$ cat config.mk
export PLATFORM = sky130hd
export DESIGN_NAME = alu16_flagged
export DESIGN_NICKNAME = d
export VERILOG_FILES = /design/src/rtl/alu16_flagged.sv
export SDC_FILE = /design/constraint.sdc
export NUM_CORES = 1
export LEC_CHECK = 0
export BUFFER_PORTS_ARGS = -buffer_cell sky130_fd_sc_hd__buf_2
export CORE_MARGIN = 3
export CORE_UTILIZATION = 30
export CTS_CLUSTER_DIAMETER = 60
export DETAILED_ROUTE_END_ITERATION = 16
export PLACE_DENSITY_LB_ADDON = 0.12
export SLEW_MARGIN = 15
export SYNTH_ARGS = -nofsm -noshare
export SYNTH_HDL_FRONTEND = slang
export SYNTH_SLANG_ARGS = --single-unit
export TNS_END_PERCENT = 30
$ cat constraint.sdc
create_clock -name clk -period 5.35 [get_ports clk]
set_clock_uncertainty 0.2 [all_clocks]
set_input_delay 0.535 -clock clk [delete_from_list [all_inputs] [get_ports clk]]
set_output_delay 0.535 -clock clk [all_outputs]
set_load 0.005 [all_outputs]
$ cat src/rtl/alu16_flagged.sv
// Registered execute-stage ALU: adder, incrementer and comparator run in parallel,
// a result mux selects by ALUControl, and a 5-bit {E,N,Z,C,V} flag register tracks status.
module alu16_flagged #(
  parameter int WIDTH = 16
) (
  input  logic             clk,
  input  logic             rst,
  input  logic             en,
  input  logic [WIDTH-1:0] A,
  input  logic [WIDTH-1:0] B,
  input  logic [2:0]       ALUControl,
  output logic [WIDTH-1:0] RESULT,
  output logic [4:0]       Flags
);

  typedef enum logic [2:0] {
    OP_ADD  = 3'b000,
    OP_INC  = 3'b001,
    OP_CMP  = 3'b010,
    OP_LS   = 3'b011,
    OP_MOV  = 3'b100,
    OP_B    = 3'b101,
    OP_RES6 = 3'b110,
    OP_RES7 = 3'b111
  } alu_op_e;

  localparam int FLAG_E = 4;
  localparam int FLAG_N = 3;
  localparam int FLAG_Z = 2;
  localparam int FLAG_C = 1;
  localparam int FLAG_V = 0;

  logic [WIDTH-1:0] result_q, result_d;
  logic [4:0]       flags_q,  flags_d;

  // Parallel arithmetic units, each one bit wider so the MSB is the carry out.
  logic [WIDTH:0] add_sum;
  logic [WIDTH:0] inc_sum;
  logic [WIDTH:0] sub_sum;
  logic           add_ovf;
  logic           inc_ovf;
  logic           sub_ovf;
  logic           opnd_eq;

  assign add_sum = {1'b0, A} + {1'b0, B};
  assign inc_sum = {1'b0, A} + (WIDTH+1)'(1);
  assign sub_sum = {1'b0, A} + {1'b0, ~B} + (WIDTH+1)'(1);

  assign add_ovf = (A[WIDTH-1] == B[WIDTH-1]) && (add_sum[WIDTH-1] != A[WIDTH-1]);
  assign inc_ovf = !A[WIDTH-1] && inc_sum[WIDTH-1];
  assign sub_ovf = (A[WIDTH-1] != B[WIDTH-1]) && (sub_sum[WIDTH-1] != A[WIDTH-1]);
  assign opnd_eq = (A == B);

  always_comb begin
    result_d = result_q;
    flags_d  = flags_q;
    if (en) begin
      unique case (alu_op_e'(ALUControl))
        OP_ADD: begin
          result_d       = add_sum[WIDTH-1:0];
          flags_d[FLAG_N] = add_sum[WIDTH-1];
          flags_d[FLAG_Z] = (add_sum[WIDTH-1:0] == '0);
          flags_d[FLAG_C] = add_sum[WIDTH];
          flags_d[FLAG_V] = add_ovf;
        end
        OP_INC: begin
          result_d       = inc_sum[WIDTH-1:0];
          flags_d[FLAG_N] = inc_sum[WIDTH-1];
          flags_d[FLAG_Z] = (inc_sum[WIDTH-1:0] == '0);
          flags_d[FLAG_C] = inc_sum[WIDTH];
          flags_d[FLAG_V] = inc_ovf;
        end
        OP_CMP: begin
          // Carry set means no borrow, i.e. A >= B unsigned.
          result_d       = sub_sum[WIDTH-1:0];
          flags_d[FLAG_E] = opnd_eq;
          flags_d[FLAG_N] = sub_sum[WIDTH-1];
          flags_d[FLAG_Z] = (sub_sum[WIDTH-1:0] == '0);
          flags_d[FLAG_C] = sub_sum[WIDTH];
          flags_d[FLAG_V] = sub_ovf;
        end
        OP_LS:          result_d = A;
        OP_MOV, OP_B:   result_d = B;
        OP_RES6, OP_RES7: result_d = '0;
        default:        result_d = '0;
      endcase
    end
  end

  always_ff @(posedge clk) begin
    if (rst) begin
      result_q <= '0;
      flags_q  <= '0;
    end else begin
      result_q <= result_d;
      flags_q  <= flags_d;
    end
  end

  assign RESULT = result_q;
  assign Flags  = flags_q;

endmodule

# Word level (Yosys, flattened, before mapping)

Cells that the tools add are included.

Add/sub/neg operators: 4
Eq/ne operators: 12
Muxes and demuxes: 2
Bitwise gates (word level): 1
Reduce and logical (&&, ||, !) cells: 13

Operator list:

| cell                    | number |
|---|---|
| $pmux W16 S6            | 1 |
| $logic_not A16 Y1       | 3 |
| $add A16 B16 Y17        | 2 |
| $add A16 B1 Y17 const B | 1 |
| $add A17 B1 Y17 const B | 1 |
| $eq A16 B16 Y1          | 1 |
| $not A16 Y16            | 1 |
| $eq A3 B3 Y1 const B    | 4 |
| $pmux W4 S3             | 1 |
| $eq A3 B2 Y1 const B    | 2 |
| $reduce_and A2 Y1       | 2 |
| $reduce_or A2 Y1        | 2 |
| $eq A3 B1 Y1 const B    | 1 |
| $logic_and A1 B1 Y1     | 3 |
| $logic_not A3 Y1        | 1 |
| $ne A1 B1 Y1            | 3 |
| $reduce_bool A3 Y1      | 1 |
| $eq A1 B1 Y1            | 1 |
| $logic_not A1 Y1        | 1 |

Flip-flop bits (word level): 21
Bits of input ports: 38
Output and inout port bits: 21
Word-level logic and storage cells: 35

# Logic depth before layout (Yosys ltp)

Gate-level depths: netlist of run 1.

Depth after elaboration: 6
Mapped depth: 12
Gate-level depth less buffers: 12

# Worst setup path before layout of run 1

No wires, ideal clock.

Kind: input to register
From: input port A[0]
To: register result_q[14], in the netlist RESULT[14]
Arrival time: 2.730 ns
Path slack: 2.332 ns
Cell stages on the path: 11
Path through: inv_1 ha_1 inv_1 fa_1 a21oi_1 o221ai_2 a2111oi_1 o31ai_2 xnor2_1 o211a_1 o32ai_2

Word-level cells in the longest chain between the ends: 3
Elaborated cells on any way between the ends: 5
Classes of those cells: add/sub (4); mux (1)

Ends and longest elaborated chain:

| element              | RTL line | text |
|---|---|---|
| start, declared      | 9        | `input logic [WIDTH-1:0] A,` |
| $add A16 B16 Y17     | 47       | `assign sub_sum = {1'b0, A} + {1'b0, ~B} + (WIDTH+1)'(1);` |
| $add A17 B1 Y17      | 47       |  |
| $pmux W16 S6 (*)     | 58       | `unique case (alu_op_e'(ALUControl))` |
| end signal, assigned | 95       | `result_q <= result_d;` |
| end, declared        | 33       | `logic [WIDTH-1:0] result_q, result_d;` |

Mark *: on every way between the ends. The rest lies on a longest branch, timed or not.
A chain may end at the register's enable or synchronous reset.

# Worst setup path after layout of run 1

Same ends and word-level chain as after synthesis.

==> results of run 1 <==
[state kept, by name, summed over array words and instances, names as in the netlist]
| register | flops |
|---|---|
| RESULT | 16 |
| Flags | 5 |
[routing by layer]
layer / routed length, microns / vias up / global-route usage / part of all wire
met5: 0 / - / 0 / 0
met4: 109 / 0 / 0.02731 / 0.0070
met3: 1188 / 8 / 0.03916 / 0.077
li1: - / 2141 / - / -
met1: 7240 / 2100 / 0.3045 / 0.47
met2: 6933 / 158 / 0.3361 / 0.45
[report_power, final]
group          internal [W]  leakage, nW  switching (W)
combinational      0.000159         1.58       0.000273
sequential         0.000167        0.172     0.00000488
clock              0.000102       0.0371      0.0000748
[final cells by class]
type	instances	area (sq um)
clock inverter	1	7.507
fill	1397	8368
multi-input combinational	474	3302
timing repair buffer	61	312.8
inverter	33	123.9
tap	172	215.2
clock buffer	3	75.07
sequential	21	420.4
[path summary, 6_finish.rpt]
kind,end,slack [ns]
max,RESULT[14],1.98
min,RESULT[7],0.27
max reg2reg,Flags[2],3.12
min reg2reg,RESULT[7],0.27
[cell families (layout without fill, tap and decap cells)]
logic type	count (synthesis)	count (layout)	synth area share
mux	10	10	0.02532
flops	21	21	0.1050
compound gates	183	183	0.3298
buf+inv	64	98	0.07002
simple gates	216	216	0.2882
fa+ha+maj	38	38	0.1225
xor+xnor	27	27	0.05908
[worst max-delay path, delay by kind of cell]
family	cells	cell delay [ns]
adder cells (fa/ha/maj)	2	0.55
AO/OA/AOI/OAI	6	1.78
XOR/XNOR	1	0.18
buffers and inverters	3	0.30
[through the flow]
step,hold slack [ns],utilization,setup slack [ns]
final,0.2746,0.3475,1.979
after global routing,0.3079,0.3475,1.729
after CTS,0.2821,0.3475,2.001
after detailed placement,0.2682,0.3411,1.729
after global placement,0.2523,0.3411,1.763
after floorplan,0.2617,-,2.332
[layout by cell type, fill, tap and decap left out, types with 13 or more instances in the layout]
master     n
buf_2     58
a21oi_1   56
nand2_1   49
nor2_1    43
ha_1      36
o21ai_0   31
inv_1     30
nor3_1    23
dfxtp_1   21
nand2b_1  20
xnor2_1   14
xor2_1    13
==> run summary, run 1 <==
fin cells: 765
relative slew slack: 0.5317
CTS Hold Bufs: 0
diode count: 0
reg2reg start: Flags[2]
count leader, synth: a21oi_1
Seq/Total Area, Yosys: 0.1050
post-DP HPWL: 11970 microns
Post-Syn Instances: 559
Critical Path AT: 3.35 ns
CTS tree: done
Post-synth EDFFs: 0
crit path cell chain: buf_2, inv_1, ha_1, inv_1, fa_1, a21oi_1, o221ai_2, a2111oi_1, o31ai_2, xnor2_1, o211a_1, o32ai_2
area grow syn2layout: 11.35%
worst-case reg-to-reg path depth: 7
hold_sp: RESULT[7]
Yosys warning count: 0
Netlist Area Pre-Place: 4003 sq um
finished layout cell area: 4457 sq um
clk sink count: 21
gp weighted congestion: 0.9241
Setup crit end kind: flop
dominant cells by area after synthesis: ha_1, dfxtp_1, a21oi_1
Worst setup SP type: input port
register bit count reported by yosys: 21
grt total ovfl: 0
H-tree depth: 1
DRT Wirelength: 15470 microns
setup bufs post-CTS: 0
Hold Vio Cnt, Final: 0
total core area: 12820 sq um
top cell type's share of synthesized area: 0.1125
CP dominant cell by count: inv_1
period utilisation layout: 0.6301
max cap viols: 0
worst-skew pair later-pin latency: 0.27 ns
Post-Syn Nets: 635
Post-synth top flop: dfxtp_1
maximum VDD drop: 106.0 uV
post-route setup TNS: 0 ns
clk slew on worst S/H paths: 0.07 ns
Via Count: 4407
Resized Gates After CTS: 0
max-slew violations: 0
layout cells sized above 1: 0.1636
Worst Path Required: 5.33 ns
CP startpoint: A[0]
Setup Crit Path Kind: input port to flop
Tightest Hold Check Type: flop to flop
final setup fails: 0
crit-path max cell delay: 0.54 ns
fmax: 0.2966 GHz
starting density of the core: 0.3121
post-layout min period: 3.371 ns
I/O pin count: 59
vias in the first global route: 4255
RSZ-0062 raised after global routing: false
total iterations of the first detailed-routing run: 7
WL per Instance: 20.22 microns
Commonest cells post-synth: a21oi_1, nand2_1, nor2_1
DIE AREA: 14760 sq um
DRC viols: 0
CTS Root Cell: clkbuf_16
pwr/cell area: 175.0 nW/um^2
Via density: 5.761
Distinct cells, synth: 84
global-route wire length before repair: 24440 microns
Total Nets Final: 670
Placement Rows: 41
CP max stage cell: a2111oi_1
Crit Path Max Fanout: 8
Inst Count DP: 761
FFs w/ async S/R, synth: 0
hold path depth: 2
All-Layer GR Usage: 0.2110
Max Root-Sink Buffers: 2
Synth area leader: ha_1
post-route ant nets: 0
Leakage: 1.791 nW
Synth Area per Inst: 7.160 sq um
Die X: 121.5 microns
total power: 0.0007801 W
die height: 121.5 microns
antenna violations before repair: 0
status: complete, no violations
IO Port Bufs: 58
Placed Area: 4374 sq um
largest net degree at the start of global routing: 37
Worst-Margin Slew: 0.7024 ns
DR iter-0 viols: 371
TritonCTS Buffers: 3
Power figures use the tool's default switching activity.
==> run 2: changes to the inputs <==
==> constraint.sdc (replaced) <==
create_clock -name clk -period 3.2 [get_ports clk]
set_clock_uncertainty 0.2 [all_clocks]
set_input_delay 0.32 -clock clk [delete_from_list [all_inputs] [get_ports clk]]
set_output_delay 0.32 -clock clk [all_outputs]
set_load 0.005 [all_outputs]
==> run 2 against run 1 <==
Via count is 4.4% higher; sequential share of layout area decreased by 0.59 points; flip-flop and latch count stayed put; cell count up 5.0%; worst setup slack got worse by 1.8 ns; critical path depth unchanged; utilization is 2.3 points higher; combinational power grew 82%; clock-buffer cell count unchanged; design area is 6.7% higher; largest cell class unchanged; largest power group unchanged; highest routed layer unchanged.
==> run summary, run 2 (synthesis gave the netlist of run 1 again) <==
status: complete, no violations
max cap viols: 0
CTS Root Cell: clkbuf_16
Die X: 121.5 microns
Fillers: 1416
area grow syn2layout: 18.76%
DRT Wirelength: 16250 microns
Max Root-Sink Buffers: 2
largest net degree at the start of global routing: 31
IO Port Bufs: 58
worst-skew pair later-pin latency: 0.26 ns
crit path cell chain: buf_2, inv_1, ha_1, nand4_2, o221ai_2, buf_4, a21oi_1, o311ai_1, nand4_1, a2111oi_2, a41o_1, a21o_1
Final WS setup: 0.1977 ns
Worst-Margin Slew: 0.5973 ns
die height: 121.5 microns
vias in the first global route: 4451
post-route ant nets: 0
setup bufs post-CTS: 0
Total Nets Final: 708
Crit Path Max Fanout: 11
global-route wire length before repair: 25200 microns
DRC viols: 0
period utilisation layout: 0.9382
TritonCTS Buffers: 3
grt total ovfl: 0
total iterations of the first detailed-routing run: 5
max-slew violations: 0
diode count: 0
clk slew on worst S/H paths: 0.07 ns
leading cell types in the layout, fill and taps excluded: buf_2, a21oi_1, nand2_1
max reg flops: 16
H-tree depth: 1
CTS Hold Bufs: 0
setup slack at placement: -0.1332 ns
fmax: 0.3331 GHz
Placement Rows: 41
total power: 0.001358 W
Via density: 5.732
Worst setup SP type: input port
Hold Vio Cnt, Final: 0
WL per Instance: 20.23 microns
Setup crit end kind: flop
post-DP HPWL: 13090 microns
Via Count: 4603
Setup Crit Path Kind: input port to flop
Worst Path Required: 3.21 ns
Tightest Hold Check Type: flop to flop
CP max stage cell: ha_1
commonest non-fill, non-tap cell in the layout: buf_2
post-layout min period: 3.002 ns
antenna violations before repair: 0
pwr/cell area: 285.6 nW/um^2
DIE AREA: 14760 sq um
DR iter-0 viols: 479
Leakage: 1.975 nW
Critical Path AT: 3.01 ns
CTS tree: done
clk sink count: 21
starting density of the core: 0.3121
crit-path max cell delay: 0.55 ns
maximum VDD drop: 191.1 uV
I/O pin count: 59
total core area: 12820 sq um
gp weighted congestion: 0.9270
RSZ-0062 raised after global routing: false
final setup fails: 0
relative slew slack: 0.6008
layout cells sized above 1: 0.2171
All-Layer GR Usage: 0.2182
-- run 2: changes by cell type in the layout (fill, tap and decap cells not counted), sizes merged --
cell,change
buf,+38
-- run 2: cell type report --
class / count / area (sq um) / area share
Clock inverter: 1 / 7.507 / 0.001579
Sequential cell: 21 / 420.4 / 0.08844
Inverter: 33 / 123.9 / 0.02606
Multi-Input combinational cell: 474 / 3313 / 0.6970
Tap cell: 172 / 215.2 / 0.04527
Timing Repair Buffer: 99 / 598.1 / 0.1258
Clock buffer: 3 / 75.07 / 0.01579
-- run 2: where the power goes --
| group | switching [W] | leakage (nW) | internal [W] | total, W |
|---|---|---|---|---|
| Clock | 0.000113 | 0.0371 | 0.000170 | 0.000283 |
| Sequential | 0.00000861 | 0.172 | 0.000279 | 0.000287 |
| Combinational | 0.000479 | 1.77 | 0.000308 | 0.000788 |
-- run 2: path summary, 6_finish.rpt --
| check | from | endpoint | slack, ns | cells past startpoint |
|---|---|---|---|---|
| setup / recovery | B[6] | Flags[2] | 0.20 | 12 |
| hold / removal | RESULT[8] | RESULT[8] | 0.27 | 2 |
| setup reg to reg | Flags[2] | Flags[2] | 0.96 | 8 |
| hold reg to reg | RESULT[8] | RESULT[8] | 0.27 | 2 |
-- run 2: timing repair --
item,CTS,global route
setup endpoints to repair,0,2
gates resized for setup,0,2
endpoints found under the hold margin,0,0
-- run 2: metrics by stage --
stage,hold WS [ns],std cells,instance area [sq um],TNS [ns],utilization
after floorplan,0.2617,559,4003,0,-
after global placement,0.2577,799,4659,-0.04684,0.3633
after detailed placement,0.2591,799,4659,-0.1773,0.3633
after CTS,0.2741,803,4742,0,0.3698
after global routing,0.2905,803,4753,0,0.3706
final,0.2655,803,4753,0,0.3706
-- run 2: per-layer routing --
metal  up-vias  GRT usage  wire, microns
met5         -          0              0
met4         0    0.03291            159
met3        16    0.03357           1192
met2       201     0.3333           6920
met1      2180     0.3288           7973
li1       2206          -              -
-- run 2: critical path: cells and delay by family --
kind	cells	cell delay (ns)
adder cells (fa/ha/maj)	1	0.55
AND/OR/NAND/NOR	2	0.39
buffers and inverters	3	0.37
AO/OA/AOI/OAI	6	1.38
